[src/rtl/pipe_pkg.sv]
// Shared types and constants for the pipeline hazard/stall controller.
package pipe_pkg;

  localparam logic [3:0] CTRL_BUBBLE = 4'b1111;
  localparam logic [4:0] REG_ZERO    = 5'd0;

  typedef enum logic {
    RUN      = 1'b0,
    MEM_WAIT = 1'b1
  } state_e;

  typedef struct packed {
    logic pc_write;
    logic if_id_write;
    logic if_id_flush;
    logic id_ex_hazard;
    logic id_ex_hold;
    logic ex_mem_hold;
    logic mem_wb_hold;
    logic mem_abort;
  } ctrl_out_t;

  // Control word the ID_EX register should capture given the hazard decision.
  function automatic logic [3:0] id_ex_ctrl_sel(input logic hazard, input logic [3:0] id_ctrl);
    return hazard ? CTRL_BUBBLE : id_ctrl;
  endfunction

endpackage

[src/rtl/pipeline_ctrl_if.sv]
// Hazard inputs and stage-control outputs between the pipeline datapath and pipeline_ctrl.
interface pipeline_ctrl_if;
  logic [4:0]  if_id_rs1_i;
  logic [4:0]  if_id_rs2_i;
  logic [4:0]  id_ex_rd_i;
  logic        id_ex_memread_i;
  logic        branch_taken_i;
  logic        mem_req_i;
  logic        mem_ready_i;
  logic        pc_write_o;
  logic        if_id_write_o;
  logic        if_id_flush_o;
  logic        id_ex_hazard_o;
  logic        id_ex_hold_o;
  logic        ex_mem_hold_o;
  logic        mem_wb_hold_o;
  logic        mem_abort_o;
  logic        err_o;
  logic [31:0] stall_cnt_o;
  logic [31:0] flush_cnt_o;

  modport master (
    output if_id_rs1_i, if_id_rs2_i, id_ex_rd_i, id_ex_memread_i,
           branch_taken_i, mem_req_i, mem_ready_i,
    input  pc_write_o, if_id_write_o, if_id_flush_o, id_ex_hazard_o,
           id_ex_hold_o, ex_mem_hold_o, mem_wb_hold_o, mem_abort_o,
           err_o, stall_cnt_o, flush_cnt_o
  );

  modport slave (
    input  if_id_rs1_i, if_id_rs2_i, id_ex_rd_i, id_ex_memread_i,
           branch_taken_i, mem_req_i, mem_ready_i,
    output pc_write_o, if_id_write_o, if_id_flush_o, id_ex_hazard_o,
           id_ex_hold_o, ex_mem_hold_o, mem_wb_hold_o, mem_abort_o,
           err_o, stall_cnt_o, flush_cnt_o
  );
endinterface

[src/rtl/pipe_perf_cnt.sv]
// Saturating 32-bit event counter with enable.
module pipe_perf_cnt (
  input  logic        clk_i,
  input  logic        rst_i,
  input  logic        en_i,
  output logic [31:0] cnt_o
);
  logic [31:0] cnt_q, cnt_d;

  always_comb begin
    cnt_d = cnt_q;
    if (en_i && cnt_q != 32'hFFFF_FFFF) cnt_d = cnt_q + 32'd1;
  end

  always_ff @(posedge clk_i) begin
    if (rst_i) cnt_q <= '0;
    else       cnt_q <= cnt_d;
  end

  assign cnt_o = cnt_q;
endmodule

[src/rtl/pipeline_ctrl.sv]
// Hazard/stall controller for the 5-stage pipeline: load-use bubbles, branch flushes, memory-wait freeze.
// Optional perf counters built only when PIPE_CTRL_PERF_EN is defined.
module pipeline_ctrl
  import pipe_pkg::*;
#(
  parameter int MEM_TIMEOUT = 64
) (
  input  logic           clk_i,
  input  logic           rst_i,
  pipeline_ctrl_if.slave bus
);
  // Last legal wait count; reaching it without ready aborts on that cycle.
  localparam logic [7:0] WAIT_LAST = 8'(MEM_TIMEOUT - 1);

  state_e     state_q, state_d;
  logic [7:0] wait_cnt_q, wait_cnt_d;
  logic       err_q, err_d;
  logic       load_use, freeze, timeout;
  ctrl_out_t  ctrl;

  always_comb begin
    load_use = bus.id_ex_memread_i && (bus.id_ex_rd_i != REG_ZERO) &&
               ((bus.id_ex_rd_i == bus.if_id_rs1_i) || (bus.id_ex_rd_i == bus.if_id_rs2_i));
    freeze   = (state_q == MEM_WAIT) ? !bus.mem_ready_i : (bus.mem_req_i && !bus.mem_ready_i);
    timeout  = (state_q == MEM_WAIT) && !bus.mem_ready_i && (wait_cnt_q == WAIT_LAST);
  end

  always_comb begin
    ctrl             = '0;
    ctrl.pc_write    = 1'b1;
    ctrl.if_id_write = 1'b1;
    if (rst_i) begin
      ctrl              = '0;
      ctrl.if_id_flush  = 1'b1;
      ctrl.id_ex_hazard = 1'b1;
    end else if (freeze) begin
      ctrl.pc_write    = 1'b0;
      ctrl.if_id_write = 1'b0;
      ctrl.id_ex_hold  = 1'b1;
      ctrl.ex_mem_hold = 1'b1;
      ctrl.mem_wb_hold = 1'b1;
      ctrl.mem_abort   = timeout;
    end else if (load_use) begin
      // Branch is dropped here; ID re-resolves it next cycle with forwarded data.
      ctrl.pc_write     = 1'b0;
      ctrl.if_id_write  = 1'b0;
      ctrl.id_ex_hazard = 1'b1;
    end else if (bus.branch_taken_i) begin
      ctrl.if_id_flush = 1'b1;
    end
  end

  always_comb begin
    state_d    = state_q;
    wait_cnt_d = wait_cnt_q;
    err_d      = err_q | timeout;
    case (state_q)
      RUN: if (bus.mem_req_i && !bus.mem_ready_i) begin
        state_d    = MEM_WAIT;
        wait_cnt_d = '0;
      end
      MEM_WAIT: begin
        if (bus.mem_ready_i || timeout) state_d    = RUN;
        else                            wait_cnt_d = wait_cnt_q + 8'd1;
      end
      default: state_d = RUN;
    endcase
  end

  always_ff @(posedge clk_i) begin
    if (rst_i) begin
      state_q    <= RUN;
      wait_cnt_q <= '0;
      err_q      <= 1'b0;
    end else begin
      state_q    <= state_d;
      wait_cnt_q <= wait_cnt_d;
      err_q      <= err_d;
    end
  end

  assign bus.pc_write_o     = ctrl.pc_write;
  assign bus.if_id_write_o  = ctrl.if_id_write;
  assign bus.if_id_flush_o  = ctrl.if_id_flush;
  assign bus.id_ex_hazard_o = ctrl.id_ex_hazard;
  assign bus.id_ex_hold_o   = ctrl.id_ex_hold;
  assign bus.ex_mem_hold_o  = ctrl.ex_mem_hold;
  assign bus.mem_wb_hold_o  = ctrl.mem_wb_hold;
  assign bus.mem_abort_o    = ctrl.mem_abort;
  assign bus.err_o          = err_q;

`ifdef PIPE_CTRL_PERF_EN
  pipe_perf_cnt u_stall_cnt (
    .clk_i (clk_i),
    .rst_i (rst_i),
    .en_i  (!rst_i && (freeze || load_use)),
    .cnt_o (bus.stall_cnt_o)
  );

  pipe_perf_cnt u_flush_cnt (
    .clk_i (clk_i),
    .rst_i (rst_i),
    .en_i  (!rst_i && ctrl.if_id_flush),
    .cnt_o (bus.flush_cnt_o)
  );
`else
  assign bus.stall_cnt_o = '0;
  assign bus.flush_cnt_o = '0;
`endif

endmodule

[src/flat_wrapper.sv]
// flat-port wrapper written by rule: the top's interface ports become plain ports
module pipeline_ctrl_flat import pipe_pkg::*;
#(
  parameter int MEM_TIMEOUT = 64
)
  (clk_i, rst_i, bus_if_id_rs1_i, bus_if_id_rs2_i, bus_id_ex_rd_i, bus_id_ex_memread_i, bus_branch_taken_i, bus_mem_req_i, bus_mem_ready_i, bus_pc_write_o, bus_if_id_write_o, bus_if_id_flush_o, bus_id_ex_hazard_o, bus_id_ex_hold_o, bus_ex_mem_hold_o, bus_mem_wb_hold_o, bus_mem_abort_o, bus_err_o, bus_stall_cnt_o, bus_flush_cnt_o);
  pipeline_ctrl_if bus_i ();
  input  logic clk_i;
  input  logic rst_i;
  input wire logic [$bits(bus_i.if_id_rs1_i)-1:0] bus_if_id_rs1_i;
  input wire logic [$bits(bus_i.if_id_rs2_i)-1:0] bus_if_id_rs2_i;
  input wire logic [$bits(bus_i.id_ex_rd_i)-1:0] bus_id_ex_rd_i;
  input wire logic [$bits(bus_i.id_ex_memread_i)-1:0] bus_id_ex_memread_i;
  input wire logic [$bits(bus_i.branch_taken_i)-1:0] bus_branch_taken_i;
  input wire logic [$bits(bus_i.mem_req_i)-1:0] bus_mem_req_i;
  input wire logic [$bits(bus_i.mem_ready_i)-1:0] bus_mem_ready_i;
  output wire logic [$bits(bus_i.pc_write_o)-1:0] bus_pc_write_o;
  output wire logic [$bits(bus_i.if_id_write_o)-1:0] bus_if_id_write_o;
  output wire logic [$bits(bus_i.if_id_flush_o)-1:0] bus_if_id_flush_o;
  output wire logic [$bits(bus_i.id_ex_hazard_o)-1:0] bus_id_ex_hazard_o;
  output wire logic [$bits(bus_i.id_ex_hold_o)-1:0] bus_id_ex_hold_o;
  output wire logic [$bits(bus_i.ex_mem_hold_o)-1:0] bus_ex_mem_hold_o;
  output wire logic [$bits(bus_i.mem_wb_hold_o)-1:0] bus_mem_wb_hold_o;
  output wire logic [$bits(bus_i.mem_abort_o)-1:0] bus_mem_abort_o;
  output wire logic [$bits(bus_i.err_o)-1:0] bus_err_o;
  output wire logic [$bits(bus_i.stall_cnt_o)-1:0] bus_stall_cnt_o;
  output wire logic [$bits(bus_i.flush_cnt_o)-1:0] bus_flush_cnt_o;
  assign bus_i.if_id_rs1_i = bus_if_id_rs1_i;
  assign bus_i.if_id_rs2_i = bus_if_id_rs2_i;
  assign bus_i.id_ex_rd_i = bus_id_ex_rd_i;
  assign bus_i.id_ex_memread_i = bus_id_ex_memread_i;
  assign bus_i.branch_taken_i = bus_branch_taken_i;
  assign bus_i.mem_req_i = bus_mem_req_i;
  assign bus_i.mem_ready_i = bus_mem_ready_i;
  assign bus_pc_write_o = bus_i.pc_write_o;
  assign bus_if_id_write_o = bus_i.if_id_write_o;
  assign bus_if_id_flush_o = bus_i.if_id_flush_o;
  assign bus_id_ex_hazard_o = bus_i.id_ex_hazard_o;
  assign bus_id_ex_hold_o = bus_i.id_ex_hold_o;
  assign bus_ex_mem_hold_o = bus_i.ex_mem_hold_o;
  assign bus_mem_wb_hold_o = bus_i.mem_wb_hold_o;
  assign bus_mem_abort_o = bus_i.mem_abort_o;
  assign bus_err_o = bus_i.err_o;
  assign bus_stall_cnt_o = bus_i.stall_cnt_o;
  assign bus_flush_cnt_o = bus_i.flush_cnt_o;
  pipeline_ctrl #(.MEM_TIMEOUT(MEM_TIMEOUT)) u_core (.clk_i(clk_i), .rst_i(rst_i), .bus(bus_i));
endmodule
[config.mk]
export PLATFORM = sky130hd
export DESIGN_NAME = pipeline_ctrl_flat
export DESIGN_NICKNAME = d
export VERILOG_FILES = /design/src/rtl/pipe_pkg.sv /design/src/rtl/pipeline_ctrl_if.sv /design/src/rtl/pipe_perf_cnt.sv /design/src/rtl/pipeline_ctrl.sv /design/src/flat_wrapper.sv
export SDC_FILE = /design/constraint.sdc
export NUM_CORES = 1
export LEC_CHECK = 0
export BUFFER_PORTS_ARGS = -buffer_cell sky130_fd_sc_hd__buf_2
export CAP_MARGIN = 20
export CORE_MARGIN = 1
export CORE_UTILIZATION = 40
export DETAILED_ROUTE_END_ITERATION = 8
export PLACE_DENSITY_LB_ADDON = 0.08
export SYNTH_ARGS = -nofsm -noshare
export SYNTH_HDL_FRONTEND = slang
export SYNTH_HIERARCHICAL = 1
export SYNTH_SLANG_ARGS = --single-unit
[constraint.sdc]
create_clock -name clk_i -period 1.7 [get_ports clk_i]
set_input_delay 0.255 -clock clk_i [delete_from_list [all_inputs] [get_ports clk_i]]
set_output_delay 0.255 -clock clk_i [all_outputs]
set_load 0.01 [all_outputs]
==> results.md <==
* Synth Flop Type: dfxtp_1
* Routed WL at about 2000 µm
* CTS tree: built
* Final cell count without fillers at 210
* Final hold violations at 0
* Grt ovf at 0
* Layout cell share with drive strength beyond 1 at between 20% and 30%
* Setup tns final at -0.01803 ns
* GPL Wtd Cong at approximately 0.75
* Filler cells at ~310
* Clk_skew at slightly below 0.007 ns
* IO Pins at 94
* # setup viols final at 1
* Hold_buf cts at 0
* Std cell rows at 19
* Synth top area share at around 42%
* H-tree Lvls at 1
* Min Clock Period, post-route at ~1.7 ns
* #FFs+latches synth at 10
* Violated checks: setup timing
* Die H at between 50 and 60 µm
* Synth unique cells at 34
* Post-synthesis cell count at approximately 150
* Initial core utilization at about 43%
* WL/cell at between 9 and 10 µm
* Outcome: finished with violations
* Critical Path Start Type: input port
* Worst Setup EP: bus_if_id_flush_o
* Initial antenna violation count at 0
* First-pass GRT wire length at about 2800 µm
* Synthesized area per cell at between 8 and 9 µm²
* Total CTS buffers at 3
* Reg-to-Reg End: u_core/wait_cnt_q[5]
* Diodes inserted at 0
* Max VDD drop at 0.0003883 V
* CP Class: in2out
* Final-stage net count at 203
* Worst setup path startpoint: bus_id_ex_rd_i[0]
* Width of the die at approximately 56 µm
* Worst R2R Path Depth at 4
* Gr usage total at about 11%
* Clk slew on worst S/H paths at roughly 0.060 ns
* CP Capture Type: primary output
* ANT nets after route at 0
* R2r startpoint: u_core/wait_cnt_q[4]
* Die Footprint at between 3000 and 4000 µm²
* Fraction of registers with async set/reset at 0%
* Synth-to-layout area growth at -0.6330%
* Cell leakage power at roughly 0.60 nW
* Synth cell count leaders: buf_4, dfxtp_1, xnor2_1
* Crit path DAT at 1.46 ns
* Num Clock Sinks at 10
* Vias in the first global route at 620
* DP HPWL at between 1500 and 2000 µm
* Cell taking the most area after synthesis: buf_4
* Max Clk Rate at between 500 and 600 MHz
* CP required at between 1 and 1.5 ns
* Number of remaining DRC errors at 0
* Max_cap viols at 0
* Layout Utilization at around 42%
* Setup WS post-layout at -0.01803 ns
* RSZ-0062 raised after global routing: yes
* R2r setup slk at about 0.15 ns
* Ys Warns at 6
* Worst-case clock buffer depth at 2
* 1st-iter DRT viols at 52
* Synthesized area at around 1200 µm²
* Latest clock arrival within the worst-skew pair at between 0.2 and 0.3 ns
* Post-synth EDFFs at 0
* Power density cells at 503.7 nW/µm²
* IO buf count at 29
* Period Utilization, post-route at 101.1%
* Most frequent cell after synthesis: buf_4
* Hold WC Path Type: in2reg
* Vias at 854
* Placed Cells at around 210
* Max-slew violation count at 0
* Drt via density at 4.067
* Seq/Total Area, Yosys at ~17%
* Core area at roughly 2800 µm²
* Top post-synthesis cells by area: buf_4, dfxtp_1, xnor2_1
* Crit-path max FO at 3
* CTS root buf: clkbuf_4
* Largest net degree at the start of global routing at 14
* Place WS at -0.04537 ns
* DR pass1 iterations at 4
-- power breakdown --
part           switching [mW]  internal [mW]  leakage [nW]  total [mW]
registers             0.00326          0.237        0.0821       0.240
clock network          0.0809         0.0817        0.0138       0.163
logic                   0.124         0.0669         0.500       0.191
-- placed cells by master (no fill, tap or decap), types with 2 or more instances in the layout --
| cell | instances |
|---|---|
| buf_2 | 27 |
| xnor2_1 | 10 |
| nor2_1 | 5 |
| buf_6 | 2 |
| nand2_1 | 8 |
| buf_4 | 5 |
| or4_1 | 3 |
| o31ai_1 | 2 |
| clkbuf_4 | 3 |
| o21ai_0 | 2 |
| dfxtp_2 | 3 |
| or3_1 | 2 |
| a21oi_1 | 3 |
| nand3b_1 | 2 |
| nand3_1 | 6 |
| dfxtp_1 | 7 |
| conb_1 | 64 |
| o21ba_2 | 2 |
| nand2b_1 | 2 |
| o211ai_1 | 2 |
| inv_1 | 2 |
| mux2i_1 | 2 |
-- per-stage QoR --
stage	area, µm²	total power [mW]	hold WS [ns]
2_1_floorplan	1423	0.4884	0.4345
3_3_place_gp	1119	0.4277	0.4588
3_5_place_dp	1119	0.4277	0.4684
4_1_cts	1155	0.5984	0.3120
5_1_grt	1179	0.6252	0.3464
6_report	1179	0.5937	0.3221
-- routing by layer --
layer | vias to the layer above | GRT usage, % | wire length [µm]
met5 | - | 0 | 0
met4 | 0 | 4.181 | 22
met3 | 4 | 2.765 | 171
met2 | 52 | 17.31 | 897
met1 | 369 | 14.65 | 887
li1 | 429 | - | -
-- layout make-up --
class	instances	area, µm²	area share (%)
multi-input combinational	130	710.7	60.30
sequential	10	203.9	17.30
timing repair buffer	34	195.2	16.56
tap	31	38.79	3.291
clock buffer	3	22.52	1.911
inverter	2	7.507	0.6369
-- sequential cells by signal, summed over array words and instances, names as in the netlist --
signal and cells:
u_core/wait_cnt_q 8, u_core/state_q 1, u_core/bus.err_o 1
-- timing repair --
item / in CTS / in global routing
endpoints found under the setup margin: 3 / 3
resized for setup: 4 / 5
buffers inserted: 0 / 1
hold endpoints to repair: 0 / 0
-- worst max-delay path: stages --
cell and delay, ns:
buf_6 0.09, or4_1 0.51, o21a_1 0.21, o21ba_2 0.19
o21ai_1 0.07, buf_2 0.14
-- cell families after synthesis --
group | after synthesis | synth area share, %
adder cells (fa/ha/maj) | 1 | 1.055
AND/OR/NAND/NOR | 34 | 15.61
other | 1 | 0.3162
XOR/XNOR | 10 | 7.384
multiplexers | 2 | 1.688
buffers and inverters | 71 | 44.30
flip-flops | 10 | 16.88
AO/OA/AOI/OAI | 19 | 12.76
-- worst min-delay path by stage --
stage / from / endpoint / depth (start not counted)
floorplan: rst_i / u_core/wait_cnt_q[7] / 2
global placement: u_core/wait_cnt_q[5] / u_core/wait_cnt_q[5] / 2
detailed placement: u_core/wait_cnt_q[5] / u_core/wait_cnt_q[5] / 2
CTS: rst_i / u_core/state_q / 2
global route: rst_i / u_core/state_q / 2
finish: rst_i / u_core/state_q / 2
(Power assumes the default switching activity.)
